<file path="src/rtl/dump_cntrl.sv">
// Channel RAM dump sequencer: after capture, streams ENTRIES bytes oldest-first to the UART,
// one read / latch / send / wait-for-tx_done round trip per byte.
module dump_cntrl #(
   parameter int unsigned ENTRIES = 384,
   parameter int unsigned LOG2    = 9
) (
   input  logic            clk,
   input  logic            rst_n,
   input  logic            dump_start,
   input  logic [2:0]      dump_chan,
   input  logic            dump_abort,
   input  logic            capture_done,
   input  logic [LOG2-1:0] waddr,
   input  logic [7:0]      rdata,
   input  logic            tx_done,
   output logic [LOG2-1:0] raddr,
   output logic            re,
   output logic [2:0]      ram_sel,
   output logic [7:0]      tx_data,
   output logic            trmt,
   output logic            busy,
   output logic            dump_done,
   output logic            dump_err
);

   typedef enum logic [2:0] {StIdle, StRead, StLatch, StSend, StWaitTx, StDone} state_e;

   localparam logic [LOG2-1:0] LastAddr = LOG2'(ENTRIES - 1);
   localparam logic [LOG2:0]   LastCnt  = (LOG2 + 1)'(ENTRIES - 1);

   state_e        state;
   logic [LOG2:0] cnt;

   always_ff @(posedge clk) begin
      if (!rst_n) begin
         state     <= StIdle;
         cnt       <= '0;
         raddr     <= '0;
         re        <= 1'b0;
         ram_sel   <= 3'd0;
         tx_data   <= 8'h00;
         trmt      <= 1'b0;
         busy      <= 1'b0;
         dump_done <= 1'b0;
         dump_err  <= 1'b0;
      end else begin
         // Pulse outputs default low; each is raised on entry to the state that owns it.
         re        <= 1'b0;
         trmt      <= 1'b0;
         dump_done <= 1'b0;
         dump_err  <= 1'b0;
         if (busy && dump_abort) begin
            state <= StIdle;
            busy  <= 1'b0;
         end else begin
            case (state)
               StIdle: begin
                  if (dump_start) begin
                     if (capture_done && (dump_chan <= 3'd4)) begin
                        ram_sel <= dump_chan;
                        raddr   <= waddr;
                        cnt     <= '0;
                        busy    <= 1'b1;
                        re      <= 1'b1;
                        state   <= StRead;
                     end else begin
                        dump_err <= 1'b1;
                     end
                  end
               end
               StRead: state <= StLatch;
               StLatch: begin
                  tx_data <= rdata;
                  trmt    <= 1'b1;
                  state   <= StSend;
               end
               StSend: state <= StWaitTx;
               StWaitTx: begin
                  if (tx_done) begin
                     cnt   <= cnt + 1'b1;
                     raddr <= (raddr == LastAddr) ? '0 : raddr + 1'b1;
                     if (cnt == LastCnt) begin
                        dump_done <= 1'b1;
                        busy      <= 1'b0;
                        state     <= StDone;
                     end else begin
                        re    <= 1'b1;
                        state <= StRead;
                     end
                  end
               end
               StDone: state <= StIdle;
               default: state <= StIdle;
            endcase
         end
      end
   end

endmodule
</file>
<file path="config.mk">
export PLATFORM = sky130hd
export DESIGN_NAME = dump_cntrl
export DESIGN_NICKNAME = d
export VERILOG_FILES = /design/src/rtl/dump_cntrl.sv
export SDC_FILE = /design/constraint.sdc
export NUM_CORES = 1
export LEC_CHECK = 0
export ABC_AREA = 1
export BUFFER_PORTS_ARGS = -buffer_cell sky130_fd_sc_hd__buf_2
export CORE_AREA = 2 2 77 79
export DETAILED_ROUTE_END_ITERATION = 10
export DIE_AREA = 0 0 79 81
export SYNTH_ARGS = -nofsm -noshare
export SYNTH_HDL_FRONTEND = slang
export SYNTH_SLANG_ARGS = --single-unit
</file>
<file path="constraint.sdc">
create_clock -name clk -period 2.3 [get_ports clk]
set_input_delay 0.46 -clock clk [delete_from_list [all_inputs] [get_ports clk]]
set_output_delay 0.46 -clock clk [all_outputs]
set_load 0.05 [all_outputs]
</file>
==> summary.md <==
| Metric | Value |
|---|---|
| DP Area | `2310 um^2` |
| # clock sinks | `38` |
| Vias after detailed routing | `2,041` |
| FMAX | `0.596 GHz` |
| Hold_buf cts | `0` |
| Most frequent cells in the layout | `69 x nand2_1, 50 x buf_2, 44 x nor2_1` |
| Endpoint class of the critical path | `flop` |
| Post-synthesis mux area share | `0%` |
| Vias per cell | `4.71` |
| Clock slew at reported path FFs | `0.08 ns` |
| CTS root buf | `clkbuf_8` |
| FILL cells | `635` |
| Clk Latency, worst-skew pair | `0.29 ns` |
| Net count, final | `385` |
| DRT antenna net count | `0` |
| Core footprint | `5680 um^2` |
| Largest family of logic cells by synthesized area | `simple AND/OR/NAND/NOR gates` |
| Clock buffer depth | `2` |
| Die Height | `81 um` |
| Rows | `28` |
| Clock power share | `29.3%` |
| 1st-pass router iterations | `4` |
| Synth Area in XOR/XNOR | `0%` |
| Netlist cell types | `28` |
| Post-CTS Setup Bufs | `0` |
| Gp weighted congestion | `0.831` |
| Met3 usage | `4.33%` |
| Cell leakage power | `0.00115 uW` |
| Sequential cell area | `761 um^2` |
| Total CTS buffers | `5` |
| CTS HTree Levels | `2` |
| Cells after Synth | `304` |
| Most Used Layer, Global Route | `met2` |
| Slew of the pin with the lowest slew margin | `0.393 ns` |
| Final period utilization | `73.0%` |
| Fin area | `2420 um^2` |
| Final hold violation count | `0` |
| Overall Global Routing Usage | `15.1%` |
| Area Overhead vs Synth | `21.7%` |
| First-pass GRT wire length | `7.69 mm` |
| MaxCap Viol Count | `0` |
| Die ar. | `6400 um^2` |
| VDD IR max | `0.387 mV` |
| Setup CP Type | `reg2reg` |
| Routed WL | `4.80 mm` |
| Ant diodes | `0` |
| Initial Util | `35.1%` |
| Final setup viols | `0` |
| Hold slack | `0.439 ns` |
| Worst Slack Setup Final | `0.622 ns` |
| CP max FO | `6` |
| Internal power | `1160 uW` |
| Compound-Gate Fraction of Synth Area | `16.2%` |
| Power Dens Cells | `752 nW/um^2` |
| Slew headroom | `73.7%` |
| Logic pwr share | `28.7%` |
| Crit start category | `flop` |
| Fraction of layout cells with a size suffix above 1 | `20.1%` |
| Vias in the first global route | `1,749` |
| GRT met2 Usage | `24.7%` |
| Setup tns final | `0 ns` |
| Pre-CTS setup slack | `0.492 ns` |
| Post-route DRC | `0` |
| Mapped Area | `1990 um^2` |
| Largest net degree at the start of global routing | `24` |
| Seq pwr share | `42.1%` |
| Fraction of the mapped netlist area in adder cells | `1.26%` |
| CTS tree | `built` |
| PortBufs | `50` |
| RSZ-0062 raised after global routing | `false` |
| Synthesized area per cell | `6.55 um^2` |
| Final Max Tran Viols | `0` |
| Multi-input gate area | `1010 um^2` |
| Post_cts resized | `0` |
| DR iter-0 viols | `129` |
| Register area share after synthesis | `38.2%` |
| Commonest non-fill, non-tap cell in the layout | `nand2_1` |
| Die W | `79 um` |
| Async set-or-reset flop fraction in the synthesized netlist | `0%` |
| Dominant synthesized flop cell | `dfxtp_1` |
| Post-synth net total | `332` |
| Met1 Use GR | `19.4%` |
| Yosys Warn Count | `0` |
| Tmin final | `1.68 ns` |
| Simple-Gate Fraction of Synth Area | `33.4%` |
| Post-synth EDFFs | `0` |
| Critical Path AT | `1.86 ns` |
| IO Count | `51` |
| HPWL after DPL | `3.44 mm` |
| Average routed wire per standard cell | `11.1 um` |
| Sw Ratio | `36.6%` |
| Initial antenna violation count | `0` |
| Crit path required time | `2.48 ns` |
| Worst Clk Skew | `0.00668 ns` |
| Worst Hold Class | `reg2reg` |
| Synthesized flop and latch total | `38` |
| Status | `complete, no violations` |
| Net Switching | `667 uW` |
| Total grt overflow | `0` |
[stage by stage]
step / instances / power (uW) / util, %
2_1_floorplan: 304 / 1190 / -
3_3_place_gp: 425 / 1300 / 40.8
3_5_place_dp: 425 / 1310 / 40.8
4_1_cts: 433 / 1850 / 42.7
5_1_grt: 433 / 1930 / 42.7
6_report: 433 / 1820 / 42.7
[flip-flops by register name, summed over array words and instances, names as in the netlist]
name,flops
cnt,10
raddr,9
tx_data,8
ram_sel,3
state,3
busy,1
dump_done,1
dump_err,1
re,1
trmt,1
[power by group through the flow]
stage	Combinational, uW	Clock (uW)	Sequential, uW
6_report	522	534	766
5_1_grt	571	583	775
4_1_cts	526	554	766
3_5_place_dp	525	0	781
3_3_place_gp	521	0	781
2_1_floorplan	229	0	964
[cell families (layout without fill, tap and decap cells)]
kind of cell               Yosys count  count (layout)
AOI/OAI and AO/OA                   61              61
DFF                                 38              38
buffers and inverters               52             106
adders and majority gates            2               2
and+or+nand+nor                    151             151
[layout make-up]
cell class | instances | share of cell area [%]
inverters | 44 | 6.87
multi-input cells | 214 | 41.8
flip-flops and latches | 38 | 31.4
well taps | 75 | 3.87
clock buffers | 8 | 4.54
repair buffers | 54 | 11.6
[final timing paths]
path | cells past startpoint | start | to | slack [ns]
setup reg to reg | 8 | raddr[0] | raddr[8] | 0.62
hold reg to reg | 2 | tx_data[4] | tx_data[4] | 0.44
hold / removal | 2 | tx_data[4] | tx_data[4] | 0.44
setup / recovery | 8 | raddr[0] | raddr[8] | 0.62
[synth_stat cells (all sizes together), types with 2 or more instances]
cell type,instances,share of area [%]
a21oi,26,6.5
buf,5,2.0
clkbuf,3,0.57
clkinv,3,0.63
dfxtp,38,38
ha,2,1.3
inv,41,7.7
nand2,72,14
nand3,19,5.3
nand4,8,2.5
nor2,46,9.9
nor3,5,1.3
o21ai,28,7.0
o21bai,4,1.5
[worst max-delay path, cell delays in order, from the launching register on]
cell	delay, ns
dfxtp_1	0.42
ha_1	0.20
nand2_1	0.08
nor2_1	0.28
nand4_1	0.16
nand2_1	0.15
o21ai_0	0.12
nor2_1	0.11
nor2_1	0.06
[layer usage]
layer / up-vias / routed length, um
met5: - / 0
met2: 31 / 2270
li1: 1078 / -
met4: 0 / 63
met1: 926 / 2360
met3: 6 / 105
No activity file was read; power rests on OpenSTA's default activity.
